`src/rtl/and_term_stim_if.sv`:
```
// rtl/and_term_stim_if.sv - request handshake bundle for the AND-term stimulus block
//
// Purpose: carries the term request from the requester into and_term_stim.
// Signals:
//   req_valid  requester -> block  request present
//   req_term   requester -> block  term number (1..6 legal)
//   req_ready  block -> requester  block can accept a request
interface and_term_stim_if;
  logic       req_valid;
  logic [2:0] req_term;
  logic       req_ready;

  modport master (
    output req_valid,
    output req_term,
    input  req_ready
  );

  modport slave (
    input  req_valid,
    input  req_term,
    output req_ready
  );
endinterface

```
`src/rtl/and_term_stim.sv`:
```
// rtl/and_term_stim.sv - stimulus generator and self-checker for AND product-term detectors
//
// Purpose: on an accepted request drives the pattern that makes exactly the
// requested term true, holds it HOLD_CYCLES cycles, then compares the looped
// back detector outputs with the expected one-hot value.
// Ports:
//   clk, rst       clock, synchronous active-high reset
//   req_if         request handshake (slave side)
//   vec_o          driven pattern {X,Y,Z,K,M}, X = bit 4
//   vec_valid_o    vec_o holds a test pattern
//   term_obs_i     detector outputs, bit0 = out_1 .. bit5 = out_6
//   done_o         one-cycle pulse when a check completes
//   pass_o         check result, meaningful only with done_o
//   err_cnt_o      saturating count of failed checks
//   err_sticky_o   set by any failed check until reset
//   bad_req_o      one-cycle pulse after an illegal term is accepted
module and_term_stim #(
  parameter int HOLD_CYCLES = 4,
  parameter int ERR_W       = 8
) (
  input  logic             clk,
  input  logic             rst,
  and_term_stim_if.slave   req_if,
  output logic [4:0]       vec_o,
  output logic             vec_valid_o,
  input  logic [5:0]       term_obs_i,
  output logic             done_o,
  output logic             pass_o,
  output logic [ERR_W-1:0] err_cnt_o,
  output logic             err_sticky_o,
  output logic             bad_req_o
);
  localparam int CNT_W = (HOLD_CYCLES > 1) ? $clog2(HOLD_CYCLES) : 1;
  localparam logic [CNT_W-1:0] CNT_LOAD = CNT_W'(HOLD_CYCLES - 1);

  typedef enum logic [1:0] {IDLE, DRIVE, RESULT} state_t;

  state_t           state_q, state_d;
  logic [4:0]       vec_q, vec_d;
  logic [5:0]       exp_q, exp_d;
  logic [CNT_W-1:0] cnt_q, cnt_d;
  logic             mismatch_q, mismatch_d;
  logic [ERR_W-1:0] err_cnt_q, err_cnt_d;
  logic             err_sticky_q, err_sticky_d;
  logic             bad_req_q, bad_req_d;

  logic       accept;
  logic       legal;
  logic [4:0] rom_vec;
  logic [5:0] rom_exp;

  // Pattern ROM: don't-care bits are picked so no other term aliases true.
  always_comb begin
    rom_vec = '0;
    rom_exp = '0;
    case (req_if.req_term)
      3'd1: begin rom_vec = 5'h0F; rom_exp = 6'b000001; end
      3'd2: begin rom_vec = 5'h06; rom_exp = 6'b000010; end
      3'd3: begin rom_vec = 5'h12; rom_exp = 6'b000100; end
      3'd4: begin rom_vec = 5'h02; rom_exp = 6'b001000; end
      3'd5: begin rom_vec = 5'h00; rom_exp = 6'b010000; end
      3'd6: begin rom_vec = 5'h19; rom_exp = 6'b100000; end
      default: ;
    endcase
  end

  assign legal  = (req_if.req_term != 3'd0) && (req_if.req_term != 3'd7);
  assign accept = req_if.req_valid && req_if.req_ready;

  always_ff @(posedge clk) begin
    if (rst) begin
      state_q      <= IDLE;
      vec_q        <= '0;
      exp_q        <= '0;
      cnt_q        <= '0;
      mismatch_q   <= 1'b0;
      err_cnt_q    <= '0;
      err_sticky_q <= 1'b0;
      bad_req_q    <= 1'b0;
    end else begin
      state_q      <= state_d;
      vec_q        <= vec_d;
      exp_q        <= exp_d;
      cnt_q        <= cnt_d;
      mismatch_q   <= mismatch_d;
      err_cnt_q    <= err_cnt_d;
      err_sticky_q <= err_sticky_d;
      bad_req_q    <= bad_req_d;
    end
  end

  always_comb begin
    state_d      = state_q;
    vec_d        = vec_q;
    exp_d        = exp_q;
    cnt_d        = cnt_q;
    mismatch_d   = mismatch_q;
    err_cnt_d    = err_cnt_q;
    err_sticky_d = err_sticky_q;
    bad_req_d    = 1'b0;
    case (state_q)
      IDLE: begin
        if (accept) begin
          if (legal) begin
            vec_d   = rom_vec;
            exp_d   = rom_exp;
            cnt_d   = CNT_LOAD;
            state_d = DRIVE;
          end else begin
            bad_req_d = 1'b1;
          end
        end
      end
      DRIVE: begin
        // Counter reaching zero marks the last hold cycle: sample and leave.
        if (cnt_q != '0) begin
          cnt_d = cnt_q - CNT_W'(1);
        end else begin
          mismatch_d = (term_obs_i != exp_q);
          state_d    = RESULT;
        end
      end
      RESULT: begin
        state_d = IDLE;
        if (mismatch_q) begin
          err_sticky_d = 1'b1;
          if (err_cnt_q != '1) begin
            err_cnt_d = err_cnt_q + ERR_W'(1);
          end
        end
      end
      default: state_d = IDLE;
    endcase
  end

  // vec is gated by state so it drops to zero as soon as DRIVE ends.
  always_comb begin
    req_if.req_ready = (state_q == IDLE) && !rst;
    vec_valid_o      = (state_q == DRIVE);
    vec_o            = (state_q == DRIVE) ? vec_q : 5'h00;
    done_o           = (state_q == RESULT);
    pass_o           = (state_q == RESULT) && !mismatch_q;
  end

  assign err_cnt_o    = err_cnt_q;
  assign err_sticky_o = err_sticky_q;
  assign bad_req_o    = bad_req_q;
endmodule
```
`src/flat_wrapper.sv`:
```
// flat-port wrapper written by rule: the top's interface ports become plain ports
module and_term_stim_flat 
#(
  parameter int HOLD_CYCLES = 4,
  parameter int ERR_W       = 8
)
  (clk, rst, vec_o, vec_valid_o, term_obs_i, done_o, pass_o, err_cnt_o, err_sticky_o, bad_req_o, req_if_req_valid, req_if_req_term, req_if_req_ready);
  and_term_stim_if req_if_i ();
  input  logic clk;
  input  logic rst;
  output logic [4:0] vec_o;
  output logic vec_valid_o;
  input  logic [5:0] term_obs_i;
  output logic done_o;
  output logic pass_o;
  output logic [ERR_W-1:0] err_cnt_o;
  output logic err_sticky_o;
  output logic bad_req_o;
  input wire logic [$bits(req_if_i.req_valid)-1:0] req_if_req_valid;
  input wire logic [$bits(req_if_i.req_term)-1:0] req_if_req_term;
  output wire logic [$bits(req_if_i.req_ready)-1:0] req_if_req_ready;
  assign req_if_i.req_valid = req_if_req_valid;
  assign req_if_i.req_term = req_if_req_term;
  assign req_if_req_ready = req_if_i.req_ready;
  and_term_stim #(.HOLD_CYCLES(HOLD_CYCLES), .ERR_W(ERR_W)) u_core (.clk(clk), .rst(rst), .req_if(req_if_i), .vec_o(vec_o), .vec_valid_o(vec_valid_o), .term_obs_i(term_obs_i), .done_o(done_o), .pass_o(pass_o), .err_cnt_o(err_cnt_o), .err_sticky_o(err_sticky_o), .bad_req_o(bad_req_o));
endmodule
```
`config.mk`:
```
export PLATFORM = sky130hd
export DESIGN_NAME = and_term_stim_flat
export DESIGN_NICKNAME = d
export VERILOG_FILES = /design/src/rtl/and_term_stim_if.sv /design/src/rtl/and_term_stim.sv /design/src/flat_wrapper.sv
export SDC_FILE = /design/constraint.sdc
export NUM_CORES = 1
export LEC_CHECK = 0
export ABC_AREA = 1
export ABC_CLOCK_PERIOD_IN_PS = 2300
export CORE_UTILIZATION = 40
export CTS_CLUSTER_DIAMETER = 120
export DETAILED_ROUTE_END_ITERATION = 10
export MAX_ROUTING_LAYER = met4
export PLACE_DENSITY = 0.67
export SETUP_SLACK_MARGIN = 0.4
export SLEW_MARGIN = 5
export SYNTH_ARGS = -nofsm -noshare
export SYNTH_HDL_FRONTEND = slang
export SYNTH_SLANG_ARGS = --single-unit
```
`constraint.sdc`:
```
create_clock -name clk -period 2.3 [get_ports clk]
set_input_delay 0.46 -clock clk [delete_from_list [all_inputs] [get_ports clk]]
set_output_delay 0.46 -clock clk [all_outputs]
set_load 0.01 [all_outputs]
```
==> results.yml <==
finish:
  n_antenna_cell: 0
  fin_util: 0.515
  drive_gt1_frac: 0.166
  nFillCells: 368
  areaGrowthSynthToFinish_pct: 22.8
  nets: 244
critical_path:
  crit_arrival_ns: 1.34
  path_cells: "clkdlybuf4s50_1"
  critPathKind: "reg -> out"
  cp_top_family: "buffers and inverters"
  cp-end-kind: "output pin"
  worst_setup_path_start_kind: "flop"
  cpPeakStageDelay_ns: 0.57
  cp_num_cells: 1
  cp.required_ns: 1.84
  reg2reg_depth: 8
  cpMaxStageDelayCell: "clkdlybuf4s50_1"
  path_max_fanout: 6
  crit_buf_inv: 1
yosys:
  yosysSeqAreaShare: 0.355
  syn-num-nets: 214
  synth.yosys.warnings: 0
  synth.distinct_cells: 27
  muxShareOfSynthArea: 0
  synth_xor_area_frac: 0.0434
  synth.ff_latch_count: 25
  netlist_area_sq_um: 1410
  synth_top_family_by_area: "simple AND/OR/NAND/NOR gates"
  avgSynthCellArea_sq_um: 7.06
  yosys.area_share.adder: 0.0177
  netlist_instances: 200
  synth_compound_area_frac: 0.0922
  synthSimpleGateAreaFrac: 0.367
timing:
  post-route-period-util: 0.785
  fin_setup_tns_ns: 0
  fin_crit_ns: 1.80
  relSlewSlack: 0.816
  hold_violations: 0
  setup_viol: 0
  tightest_slew_ns: 0.276
  clock_skew_ns: 0.00306
  rsz0062_at_grt: "no"
  drv_slew: 0
  fmax_mhz: 554
route:
  drc: 0
  drt-initial-drc-count: 74
  post_drt_wl_per_cell_um: 9.41
  vias_per_cell: 4.59
  drt-total-wl_um: 2590
  routed-via-count: 1261
  detail-route-antenna-nets: 0
  dr.pass1.iters: 4
place:
  io_buffers: 30
  dpl.hpwl_um: 2050
  place.gp.congestion: 0.862
clocking:
  cts_max_path_buffers: 2
  clk_latency_ns: 0.33
  htreeDepth: 1
  cts.sinks: 25
  cts-hold-fix-buffers: 0
  clock-root-buffer: "clkbuf_4"
  cts_made_buffers: 3
  cts_tree: "built"
  clk_pin_slew_ns: 0.13
power:
  p_clk_frac: 0.254
  p_sw_uw: 215
  power.internal_uw: 571
  vdd_ir_drop_max_mv: 0.191
  netSwitchingFraction: 0.273
  p_leak_nw: 0.740
  powerDensity_nw_per_um2: 454
  combPwrFrac: 0.167
  seq_power_share: 0.579
grt:
  grt_pass1_wl_um: 4440
  antenna_found_initial: 0
  grtUsageTotal: 0.167
  grt_start_max_net_pins: 18
  grt_pass1_vias: 1059
  grt.overflow.total: 0
floorplanning:
  chipWidth_um: 61.4
  die_h_um: 61.4
  rows: 21
  core_area_sq_um: 3360
  dieArea_sq_um: 3770
  initial_core_util: 0.420
  boundaryPins: 31
job:
  cap_violations: 0
hold_path:
  hold_depth: 2
  hold_path.class: "reg -> reg"
outcome:
  status: "completed"
## power groups by stage
stage / Combinational [mW] / Sequential [mW] / Clock, mW
after global routing: 0.148 / 0.457 / 0.225
after global placement: 0.134 / 0.464 / 0
after floorplan: 0.0917 / 0.463 / 0
final: 0.131 / 0.455 / 0.200
after detailed placement: 0.135 / 0.464 / 0
after CTS: 0.133 / 0.455 / 0.211
## cells by family after synthesis
| group | Yosys count |
|---|---|
| simple gates | 113 |
| buf+inv | 35 |
| flops | 25 |
| compound gates | 18 |
| xor+xnor | 7 |
| fa+ha+maj | 2 |
## worst paths after layout
| check | from | slack, ns | endpoint |
|---|---|---|---|
| setup / recovery | u_core.err_cnt_o[2]$_SDFFE_PP0P_ | 0.50 | err_cnt_o[2] |
| hold / removal | u_core.vec_q[1]$_SDFFE_PP0P_ | 0.48 | u_core.vec_q[1]$_SDFFE_PP0P_ |
| setup reg to reg | u_core.err_cnt_o[0]$_SDFFE_PP0P_ | 0.90 | u_core.err_cnt_o[7]$_SDFFE_PP0P_ |
| hold reg to reg | u_core.vec_q[1]$_SDFFE_PP0P_ | 0.48 | u_core.vec_q[1]$_SDFFE_PP0P_ |
## stage by stage
step	hold slack [ns]	setup WS [ns]	instance area [sq um]	power [mW]	std cells
2_1_floorplan	0.436	0.659	1410	0.555	200
3_3_place_gp	0.460	0.249	1710	0.597	271
3_5_place_dp	0.456	0.242	1710	0.598	271
4_1_cts	0.478	0.442	1740	0.799	275
5_1_grt	0.501	0.407	1730	0.830	275
6_report	0.476	0.495	1730	0.786	275
## metal layers
layer  vias to the layer above  GRT usage  part of all wire
met5                         -          -                 0
met4                         0     0.0762             0.020
met3                         5     0.0315             0.032
met2                        26      0.278              0.45
met1                       544      0.195              0.50
li1                        686          -                 -
## flip-flops by register name, summed over array words and instances (netlist names)
| name | flops |
|---|---|
| u_core.bad_req_o | 1 |
| u_core.cnt_q | 2 |
| u_core.err_cnt_o | 8 |
| u_core.err_sticky_o | 1 |
| u_core.exp_q | 6 |
| u_core.mismatch_q | 1 |
| u_core.state_q | 2 |
| u_core.vec_q | 4 |
## synth_stat cells
master	count	area (sq um)
nor3_1	2	10.0
nand4_1	6	37.5
buf_4	2	15.0
nand2_4	1	11.3
xnor2_1	3	26.3
o21a_1	1	7.51
buf_2	1	5.00
buf_12	1	20.0
nand2_2	12	75.1
dfxtp_1	25	500
ha_1	2	25.0
o21ai_2	1	8.76
o21ai_0	2	10.0
nor2_2	1	6.26
nor2_4	1	11.3
nand3b_1	1	7.51
a21oi_2	9	78.8
xor2_1	4	35.0
and3_4	1	11.3
a21oi_1	5	25.0
buf_6	2	22.5
inv_2	1	3.75
nand3_1	14	70.1
inv_1	27	101
nand2_1	47	176
nor2_1	27	101
inv_6	1	8.76
## final cells by class
type | count | area [sq um] | area share
inverter | 29 | 114 | 0.0657
clock buffer | 4 | 26.3 | 0.0152
sequential | 25 | 503 | 0.290
multi-input combinational | 140 | 742 | 0.428
tap | 46 | 57.6 | 0.0332
timing repair buffer | 31 | 290 | 0.168
## repair_timing
| action | CTS | global route |
|---|---|---|
| setup endpoints to repair | 9 | 3 |
| gates resized for setup | 14 | 5 |
| setup buffers | 0 | 0 |
## cell usage in the layout (no fill, tap or decap)
| cell type | n |
|---|---|
| clkdlybuf4s15_1 | 1 |
| nor3_1 | 2 |
| nor2_4 | 2 |
| nor2_1 | 26 |
| clkdlybuf4s50_1 | 21 |
| xnor2_1 | 3 |
| nand2_2 | 12 |
| nand4_1 | 6 |
| o21ai_2 | 1 |
| ha_1 | 2 |
| a21oi_2 | 9 |
| buf_4 | 1 |
| nand3b_1 | 1 |
| nor2_2 | 1 |
| inv_1 | 26 |
| o21ai_0 | 2 |
| a21oi_1 | 5 |
| nand2_1 | 47 |
| dfxtp_2 | 2 |
| and3_4 | 1 |
| o21a_1 | 1 |
| nand3_1 | 14 |
| clkbuf_4 | 3 |
| nand2_4 | 1 |
| inv_6 | 1 |
| dlygate4sd2_1 | 6 |
| xor2_1 | 4 |
| dfxtp_1 | 23 |
| inv_2 | 2 |
| clkbuf_2 | 2 |
| clkbuf_1 | 1 |
(Power assumes the default switching activity.)
